`config.mk`:
```
export PLATFORM = sky130hd
export DESIGN_NAME = dmem_arbiter
export DESIGN_NICKNAME = d
export VERILOG_FILES = /design/src/rtl/dmem_arbiter_pkg.sv /design/src/rtl/dmem_timeout_ctr.sv /design/src/rtl/dmem_arbiter.sv
export SDC_FILE = /design/constraint.sdc
export NUM_CORES = 1
export LEC_CHECK = 0
export ABC_AREA = 1
export CORE_MARGIN = 2
export CORE_UTILIZATION = 41
export CTS_BUF_LIST = sky130_fd_sc_hd__clkbuf_8
export DETAILED_ROUTE_END_ITERATION = 16
export PLACE_DENSITY = 0.88
export SETUP_SLACK_MARGIN = 0.5
export SLEW_MARGIN = 10
export SYNTH_ARGS = -nofsm -noshare
export SYNTH_HDL_FRONTEND = slang
export SYNTH_SLANG_ARGS = --single-unit
```
`constraint.sdc`:
```
create_clock -name clk -period 3.4 [get_ports clk]
set_input_delay 0.85 -clock clk [delete_from_list [all_inputs] [get_ports clk]]
set_output_delay 0.85 -clock clk [all_outputs]
set_load 0.02 [all_outputs]
```
`src/rtl/dmem_arbiter_pkg.sv`:
```
// ---------------------------------------------------------------------------
// dmem_arbiter_pkg
// Shared constants for the data/instruction RAM arbiter.
// - FSM state encodings used by dmem_arbiter
// - BE_WORD: full-word byte enable used for instruction fetches
// - OP_S / OP_I_LOAD: opcode constants shared with the MEM-side wrapper
// - streak_next: saturating increment for the MEM grant streak counter
// ---------------------------------------------------------------------------
package dmem_arbiter_pkg;

    typedef logic [1:0] arb_state_t;

    localparam arb_state_t ST_IDLE    = 2'd0;
    localparam arb_state_t ST_GNT_IF  = 2'd1;
    localparam arb_state_t ST_GNT_MEM = 2'd2;

    localparam logic [3:0] BE_WORD = 4'hF;

    localparam logic [6:0] OP_S      = 7'b0100011;
    localparam logic [6:0] OP_I_LOAD = 7'b0000011;

    // Saturating increment: never counts past the limit
    function automatic logic [3:0] streak_next(input logic [3:0] cur,
                                               input logic [3:0] limit);
        if (cur >= limit) begin
            return limit;
        end
        return cur + 4'd1;
    endfunction

endpackage

```
`src/rtl/dmem_timeout_ctr.sv`:
```
// ---------------------------------------------------------------------------
// dmem_timeout_ctr
// Clear/enable up-counter with a terminal-count flag.
// Ports:
//   clk      clock, rising edge
//   rst      synchronous active-high reset
//   i_clr    clear counter to zero (has priority over i_en)
//   i_en     increment counter by one
//   o_tc     high while the count equals TC_VALUE
// ---------------------------------------------------------------------------
module dmem_timeout_ctr
    import dmem_arbiter_pkg::*;
#(
    parameter int              WIDTH    = 8,
    parameter logic [WIDTH-1:0] TC_VALUE = '0
) (
    input  logic clk,
    input  logic rst,
    input  logic i_clr,
    input  logic i_en,
    output logic o_tc
);

    logic [WIDTH-1:0] r_count;

    // Clear wins over enable so a fresh grant always restarts from zero
    always_ff @(posedge clk) begin
        if (rst) begin
            r_count <= '0;
        end else if (i_clr) begin
            r_count <= '0;
        end else if (i_en) begin
            r_count <= r_count + 1'b1;
        end
    end

    assign o_tc = (r_count == TC_VALUE);

endmodule

```
`src/rtl/dmem_arbiter.sv`:
```
// ---------------------------------------------------------------------------
// dmem_arbiter
// Shares one single-port RAM between instruction fetch (IF) and the MEM
// stage load/store port. Each access is a req/ack transaction; a stalled
// RAM is aborted after TIMEOUT cycles, and IF is forced a grant after
// MAX_STREAK consecutive MEM grants while IF is waiting.
// Ports:
//   clk, rst                         clock / synchronous active-high reset
//   if_req, if_addr                  IF read request (level)
//   if_rdata, if_ready               IF read data / one-cycle completion
//   mem_req, mem_we, mem_addr,
//   mem_wdata, mem_be                MEM load/store request (level)
//   mem_rdata, mem_ready             MEM load data / one-cycle completion
//   ram_req, ram_we, ram_addr,
//   ram_wdata, ram_be                registered RAM request
//   ram_rdata, ram_ack               RAM response
//   stall_req                        pipeline stall while a requester waits
//   bus_err                          one-cycle pulse on timeout abort
// ---------------------------------------------------------------------------
module dmem_arbiter
    import dmem_arbiter_pkg::*;
#(
    parameter int ADDR_W     = 32,
    parameter int TIMEOUT    = 16,
    parameter int MAX_STREAK = 4
) (
    input  logic              clk,
    input  logic              rst,
    input  logic              if_req,
    input  logic [ADDR_W-1:0] if_addr,
    output logic [31:0]       if_rdata,
    output logic              if_ready,
    input  logic              mem_req,
    input  logic              mem_we,
    input  logic [ADDR_W-1:0] mem_addr,
    input  logic [31:0]       mem_wdata,
    input  logic [3:0]        mem_be,
    output logic [31:0]       mem_rdata,
    output logic              mem_ready,
    output logic              ram_req,
    output logic              ram_we,
    output logic [ADDR_W-1:0] ram_addr,
    output logic [31:0]       ram_wdata,
    output logic [3:0]        ram_be,
    input  logic [31:0]       ram_rdata,
    input  logic              ram_ack,
    output logic              stall_req,
    output logic              bus_err
);

    localparam logic [3:0] L_MAX_STREAK = 4'(MAX_STREAK);
    // The abort flag is registered, so it is armed one count early and
    // becomes visible exactly when the counter reaches TIMEOUT-1
    localparam logic [7:0] L_TC_ARM     = 8'(TIMEOUT - 2);

    arb_state_t        r_state;
    logic [3:0]        r_streak;
    logic              r_ram_req;
    logic              r_ram_we;
    logic [ADDR_W-1:0] r_ram_addr;
    logic [31:0]       r_ram_wdata;
    logic [3:0]        r_ram_be;
    logic              r_bus_err;

    logic              w_in_gnt;
    logic              w_tc;
    logic              w_mem_win;
    logic              w_done;
    logic [31:0]       w_rdata;

    assign w_in_gnt  = (r_state != ST_IDLE);
    assign w_mem_win = mem_req & (~if_req | (r_streak < L_MAX_STREAK));

    dmem_timeout_ctr #(
        .WIDTH    (8),
        .TC_VALUE (L_TC_ARM)
    ) u_timeout_ctr (
        .clk   (clk),
        .rst   (rst),
        .i_clr (~w_in_gnt),
        .i_en  (w_in_gnt),
        .o_tc  (w_tc)
    );

    // Arbitration FSM plus the registered RAM request. IDLE always takes one
    // cycle, so a requester that keeps req high is seen as a new access.
    // In IDLE with no MEM grant to a waiting IF, the streak resets.
    always_ff @(posedge clk) begin
        if (rst) begin
            r_state     <= ST_IDLE;
            r_streak    <= '0;
            r_ram_req   <= 1'b0;
            r_ram_we    <= 1'b0;
            r_ram_addr  <= '0;
            r_ram_wdata <= '0;
            r_ram_be    <= '0;
            r_bus_err   <= 1'b0;
        end else begin
            r_bus_err <= 1'b0;
            case (r_state)
                ST_IDLE: begin
                    if (w_mem_win) begin
                        r_state     <= ST_GNT_MEM;
                        r_ram_req   <= 1'b1;
                        r_ram_we    <= mem_we;
                        r_ram_addr  <= mem_addr;
                        r_ram_wdata <= mem_wdata;
                        r_ram_be    <= mem_be;
                        r_streak    <= if_req ? streak_next(r_streak, L_MAX_STREAK) : 4'd0;
                    end else if (if_req) begin
                        r_state     <= ST_GNT_IF;
                        r_ram_req   <= 1'b1;
                        r_ram_we    <= 1'b0;
                        r_ram_addr  <= if_addr;
                        r_ram_wdata <= '0;
                        r_ram_be    <= BE_WORD;
                        r_streak    <= '0;
                    end else begin
                        r_ram_req   <= 1'b0;
                        r_streak    <= '0;
                    end
                end
                ST_GNT_IF, ST_GNT_MEM: begin
                    // An abort in progress ends the access even if an ack
                    // shows up in the same cycle
                    if (ram_ack | r_bus_err) begin
                        r_state   <= ST_IDLE;
                        r_ram_req <= 1'b0;
                    end else if (w_tc) begin
                        r_bus_err <= 1'b1;
                    end
                end
                default: begin
                    r_state   <= ST_IDLE;
                    r_ram_req <= 1'b0;
                end
            endcase
        end
    end

    // Completion is combinational so the owner sees ready in the ack cycle.
    // Reset suppresses it so an interrupted access never completes.
    assign w_done    = ~rst & w_in_gnt & (ram_ack | r_bus_err);
    assign w_rdata   = r_bus_err ? 32'h0 : ram_rdata;

    assign if_ready  = w_done & (r_state == ST_GNT_IF);
    assign mem_ready = w_done & (r_state == ST_GNT_MEM);
    assign if_rdata  = if_ready  ? w_rdata : 32'h0;
    assign mem_rdata = mem_ready ? w_rdata : 32'h0;

    assign stall_req = ~rst & ((if_req & ~if_ready) | (mem_req & ~mem_ready));

    assign ram_req   = r_ram_req;
    assign ram_we    = r_ram_we;
    assign ram_addr  = r_ram_addr;
    assign ram_wdata = r_ram_wdata;
    assign ram_be    = r_ram_be;
    assign bus_err   = r_bus_err;

endmodule

```
==> metrics.txt, run 1 <==
status finished clean; Max Root-Sink Buffers 2; Mean Syn Cell Area 6.65 µm²; GP Congestion ~0.9; 1st-iter DRT viols 311; Reg2Reg Depth 7; Root Buffer clkbuf_8; die width approximately 110 µm; VDD IR max ~310 µV; #FFs+latches synth between 80 and 90; DIE HEIGHT 108 µm; DPL Wire Length approximately 11 mm; fin crit period about 2.9 ns; cells after synthesis 662; gr ovfl total 0; starting density of the core 42.4%; sequential cell area around 0.0017 mm²; vias in the first global route roughly 4.6k; Layout Skew roughly 0.0097 ns; Clk Latency, worst-skew pair 0.35 ns; multi-input combinational cell area 0.00223 mm²; DR WL/cell 14.1 µm; DR pass1 iterations 4; CTS tree done; Slew HR between 60% and 70%; clock sinks 85; total wire length between 15 and 20 mm; WP data arrival approximately 2.0 ns; DP Cell Count approximately 1.0k; initial antenna violation count 2; f_max around 0.35 GHz; Final period util around 84%; PD cells 380 mW/mm²; critical path class in2out; port bufs approximately 280; Site Rows 37; share of layout cells above drive strength 1 between 10% and 20%; first-pass GRT wire length ~23 mm; Top Ports between 200 and 300; startpoint types input port; Final Util around 71%; Worst Hold Path EP u_timeout_ctr.r_count[0]; Vias/cell 4.80; WP data required between 2 and 3 ns; Mapped Area 0.00440 mm²; hold depth 1; area grow syn2layout 67.2%; Fin. Hold Viols 0; Critical R2R Capture ram_wdata[30]; clock-pin slew on the worst setup and hold paths about 0.07 ns; total track usage between 20% and 30%; Syn Nets just over 800; Pins Over Slew Limit 0; drt drc 0; FF-to-FF setup slack between 1.5 and 2 ns; Netlist cell types 26; RSZ-0062 raised after global routing yes; Min Hold Slack around 0.45 ns; count of hold buffers inserted by post-cts repair 0; Non-Filler Instances about 1.1k; worst r2r src r_state[0]; Final nets around 1.1k; final setup vio count 0; Min-Delay Path Class reg2reg; CP endpoint kind output pin; routed via count 5106; crit-path max FO 7; fillcell total 860; hold_sp u_timeout_ctr.r_count[0]; Leakage between 3 and 4 nW; Synth warnings 0; die area roughly 0.012 mm²; largest net degree at the start of global routing 81; number of buffers created by CTS 9; worst-margin pin slew 0.563 ns; sequential share of the synthesized area 38.7%; Max-cap violations 0; H-tree depth 3; antenna viol nets, final 0; core area between 0.01 and 0.015 mm²
==> layer usage <==
metal	vias to the layer above	share of wire (%)	GRT usage, %
met5	-	0	0
met4	0	3.2	9.43
met3	24	9.0	10.4
met2	197	52	45.4
met1	2269	36	25.3
li1	2616	-	-
==> Yosys cell counts <==
master | n | area (µm²)
a21oi_1 | 40 | 200
buf_1 | 2 | 7.51
buf_2 | 9 | 45.0
buf_4 | 8 | 60.1
buf_6 | 12 | 135
buf_8 | 1 | 15.0
clkbuf_1 | 17 | 63.8
dfxtp_1 | 85 | 1700
ha_1 | 6 | 75.1
inv_1 | 79 | 297
inv_2 | 3 | 11.3
inv_4 | 1 | 6.26
nand2_1 | 125 | 469
nand2_2 | 2 | 12.5
nand2_4 | 1 | 11.3
nand3_1 | 67 | 335
nand3_2 | 2 | 20.0
nand3b_1 | 1 | 7.51
nand4_1 | 1 | 6.26
nor2_1 | 84 | 315
nor2_4 | 1 | 11.3
nor3_1 | 71 | 355
o21a_1 | 1 | 7.51
o21ai_0 | 41 | 205
o21ai_4 | 1 | 16.3
xnor2_1 | 1 | 8.76
==> worst max path at each step <==
stage | end | start | cells past startpoint
after floorplan | if_rdata[22] | rst | 4
after global placement | mem_rdata[8] | rst | 6
after detailed placement | if_rdata[22] | rst | 6
after CTS | bus_err | bus_err | 2
after global routing | if_rdata[10] | r_state[0] | 8
final | if_rdata[27] | rst | 7
==> cell families (layout without fill, tap and decap cells) <==
group | after synthesis | after routing | share of synthesized area (%)
AOI/OAI and AO/OA | 83 | 83 | 9.76
DFF | 85 | 85 | 38.7
buffers and inverters | 132 | 395 | 14.6
and+or+nand+nor | 355 | 355 | 35.1
adders and majority gates | 6 | 6 | 1.71
xor gates and xnor gates | 1 | 1 | 0.199
other | 0 | 2 | 0
==> stage by stage <==
step                      setup slack [ns]  area (µm²)  setup TNS [ns]  power (mW)
after CTS                            0.501        7330               0        2.82
after global routing                 0.483        7360               0        2.96
final                                0.540        7360               0        2.79
after detailed placement           -0.0193        7150          -0.144        2.09
after global placement              0.0136        7150               0        2.07
after floorplan                      0.733        4400               0        1.65
==> critical path, cell delays in order <==
cell	delay, ns
dlygate4sd2_1	0.27
nor2_4	0.14
nand3_4	0.15
buf_12	0.16
buf_12	0.13
nor3_2	0.12
buf_2	0.19
==> where the power goes <==
group	switching, mW	internal, mW
clock network	0.344	0.373
registers	0.0520	1.10
logic	0.475	0.444
==> flip-flops by register name, summed over array words and instances, names as in the netlist <==
| register | cells |
|---|---|
| bus_err | 1 |
| r_state | 2 |
| r_streak | 4 |
| ram_addr | 32 |
| ram_be | 4 |
| ram_req | 1 |
| ram_wdata | 32 |
| ram_we | 1 |
| u_timeout_ctr.r_count | 8 |
==> cell usage in the layout, fill, tap and decap left out, types with 3 or more instances in the layout <==
cell             instances
buf_6                    3
nand3_1                 67
ha_1                     5
nand2_2                  3
a21oi_1                 40
nor2_1                  84
inv_1                   78
buf_4                   20
nor3_2                  32
clkbuf_8                11
inv_2                    4
o21ai_0                 41
buf_2                   57
nor3_1                  39
clkdlybuf4s50_1        206
buf_12                   6
nand2_1                124
dfxtp_1                 83
==> timing repair <==
item                                    CTS  global route
endpoints found under the setup margin   67            49
pin swaps                                 2             1
buffers inserted                          5             1
gates resized for setup                 377             7
gates cloned                              2             0
==> final cells by class <==
cell class	instances	area share, %
well taps	136	2.31
diodes	2	0.0680
repair buffers	297	37.2
clock inverters	4	0.646
clock buffers	11	2.06
flip-flops and latches	85	23.2
inverters	83	4.27
multi-input cells	445	30.3
Note: power is estimated with default switching activity, not from simulation.
==> run 2: changes to the inputs <==
--- a/config.mk
+++ b/config.mk
@@ -7,10 +7,10 @@
 export LEC_CHECK = 0
 export ABC_AREA = 1
 export CORE_MARGIN = 2
-export CORE_UTILIZATION = 41
+export CORE_UTILIZATION = 34
 export CTS_BUF_LIST = sky130_fd_sc_hd__clkbuf_8
 export DETAILED_ROUTE_END_ITERATION = 16
-export PLACE_DENSITY = 0.88
+export PLACE_DENSITY = 0.78
 export SETUP_SLACK_MARGIN = 0.5
 export SLEW_MARGIN = 10
 export SYNTH_ARGS = -nofsm -noshare
==> constraint.sdc (replaced) <==
create_clock -name clk -period 2.6 [get_ports clk]
set_input_delay 0.65 -clock clk [delete_from_list [all_inputs] [get_ports clk]]
set_output_delay 0.65 -clock clk [all_outputs]
set_load 0.02 [all_outputs]
==> run 2 against run 1 <==
Against the previous run:
- clock power rose by 37%
- wire length rose by 12%
- non-clock buffer count rose by 16
- total power rose by 36%
- clock skew fell by 0.0052 ns
- register-to-register slack got worse by 0.67 ns
- largest cell class unchanged
==> metrics.txt, run 2 (synthesis results as in run 1) <==
DPL Wire Length 11.1 mm (+1.3%); Non-Filler Instances 1117 (+5.1%); Min-Delay Path Class reg2reg; DR pass1 iterations 6 (+2); Clk Latency, worst-skew pair 0.36 ns (about the same); DIE HEIGHT 118 µm (+9.4%); CTS tree done; setup TNS 0 ns (unchanged); RSZ-0062 raised after global routing yes; Final Util 66.9% (-4.1 points); Root Buffer clkbuf_8; critical path class reg2out; port bufs 275 (unchanged); commonest cells after routing, fill and taps aside clkdlybuf4s50_1 (204), nand2_1 (123), nor2_1 (84); total track usage 22.7% (-2.3 points); 1st-iter DRT viols 261 (-16%); startpoint types register; die area 0.0139 mm² (+20%); die width 118 µm (+9.4%); Pins Over Slew Limit 0 (unchanged); Power Total 3.80 mW (+36%); largest net degree at the start of global routing 71 (-12%); VDD IR max 326 µV (+4.9%); final setup vio count 0 (unchanged); antenna viol nets, final 0 (unchanged); Site Rows 41 (+11%); Leakage 3.73 nW (+4.9%); Design Area, Final 0.00844 mm² (+15%); Top Ports 276 (unchanged); crit-path max FO 7 (unchanged); first-pass GRT wire length 25.5 mm (+13%); f_max about 0.40 GHz; initial antenna violation count 3 (+1); clock-pin slew on the worst setup and hold paths 0.08 ns (about the same); vias in the first global route 4885 (+6.7%); WP buf/inv 4 (unchanged); gr ovfl total 0 (unchanged); drt drc 0 (unchanged); DP Cell Count 1082 (+4.2%); Placement Cell Area 0.00774 mm² (+8.2%); clock sinks 85 (unchanged); number of buffers created by CTS 9 (unchanged); DR WL/cell 15.1 µm (+6.7%); starting density of the core 34.9% (-7.6 points); PD cells 450 mW/mm² (+19%); status finished clean; max incr delay on CP 0.34 ns (+0.07 ns); most common cell after layout, fill and taps aside clkdlybuf4s50_1; count of hold buffers inserted by post-cts repair 0 (unchanged); routed via count 5315 (+4.1%); Vias/cell 4.76 (-0.94%); share of layout cells above drive strength 1 21.9% (+5.4 points); total wire length 16.9 mm (+12%); Fin. Hold Viols 0 (unchanged); Final nets 1081 (+1.5%); Layout Skew 0.00455 ns (-0.00517 ns); H-tree depth 3 (unchanged); WP data arrival 1.84 ns (-0.17 ns); Final period util between 90% and 100%; WP data required 1.95 ns (-0.60 ns); core area 0.0126 mm² (+22%); Max Root-Sink Buffers 2 (unchanged); CP endpoint kind output pin; crit-path leading delay family buffers and inverters; Worst path slowest cell dfxtp_2; Max-cap violations 0 (unchanged); Slew HR 72.6% (+10 points); GP Congestion 0.775 (-12%); area grow syn2layout 91.8%; worst-margin pin slew 0.411 ns (-0.152 ns); crit-path cells inv_2 -> ha_4 -> nor2_4 -> nand3_4 -> buf_6 -> buf_16 -> nor3_2 -> buf_4; fin crit period between 2 and 2.5 ns
## run 2: cell type report
class | instances | area, µm²
Antenna cell | 3 | 7.51
Clock buffer | 11 | 151
Clock inverter | 5 | 57.6
Fill cell | 1027 | 4180
Inverter | 83 | 319
Multi-Input combinational cell | 445 | 2640
Sequential cell | 85 | 1710
Tap cell | 172 | 215
Timing Repair Buffer | 313 | 3340
## run 2: path summary, 6_finish.rpt
kind | endpoint | slack, ns | cells past startpoint | startpoint
hold reg to reg | u_timeout_ctr.r_count[0] | 0.45 | 1 | u_timeout_ctr.r_count[0]
setup reg to reg | ram_addr[20] | 1.01 | 11 | r_state[1]
setup / recovery | if_rdata[20] | 0.11 | 8 | r_state[1]
hold / removal | u_timeout_ctr.r_count[0] | 0.45 | 1 | u_timeout_ctr.r_count[0]
## run 2: metal layers
metal | track usage, % | vias up | part of all wire (%)
met3 | 7.27 | 32 | 8.1
li1 | - | 2661 | -
met2 | 40.2 | 210 | 51
met4 | 8.28 | 0 | 2.5
met5 | 0 | - | 0
met1 | 25.3 | 2412 | 38
## run 2: per-stage QoR
step	hold slack (ns)	setup slack (ns)
after global routing	0.477	-0.0176
after CTS	0.451	0.112
after floorplan	0.417	0.412
after detailed placement	0.440	-0.485
after global placement	0.432	-0.461
final	0.455	0.106
## run 2: repair_timing
action / CTS / global route
hold endpoints to repair: 0 / 0
pin swaps: 4 / 4
resized for setup: 386 / 43
endpoints found under the setup margin: 112 / 115
buffers inserted: 6 / 2
gates cloned: 6 / 2
## run 2: where the power goes
group / switching [mW] / internal (mW)
clock network: 0.488 / 0.497
logic: 0.661 / 0.637
registers: 0.0684 / 1.44
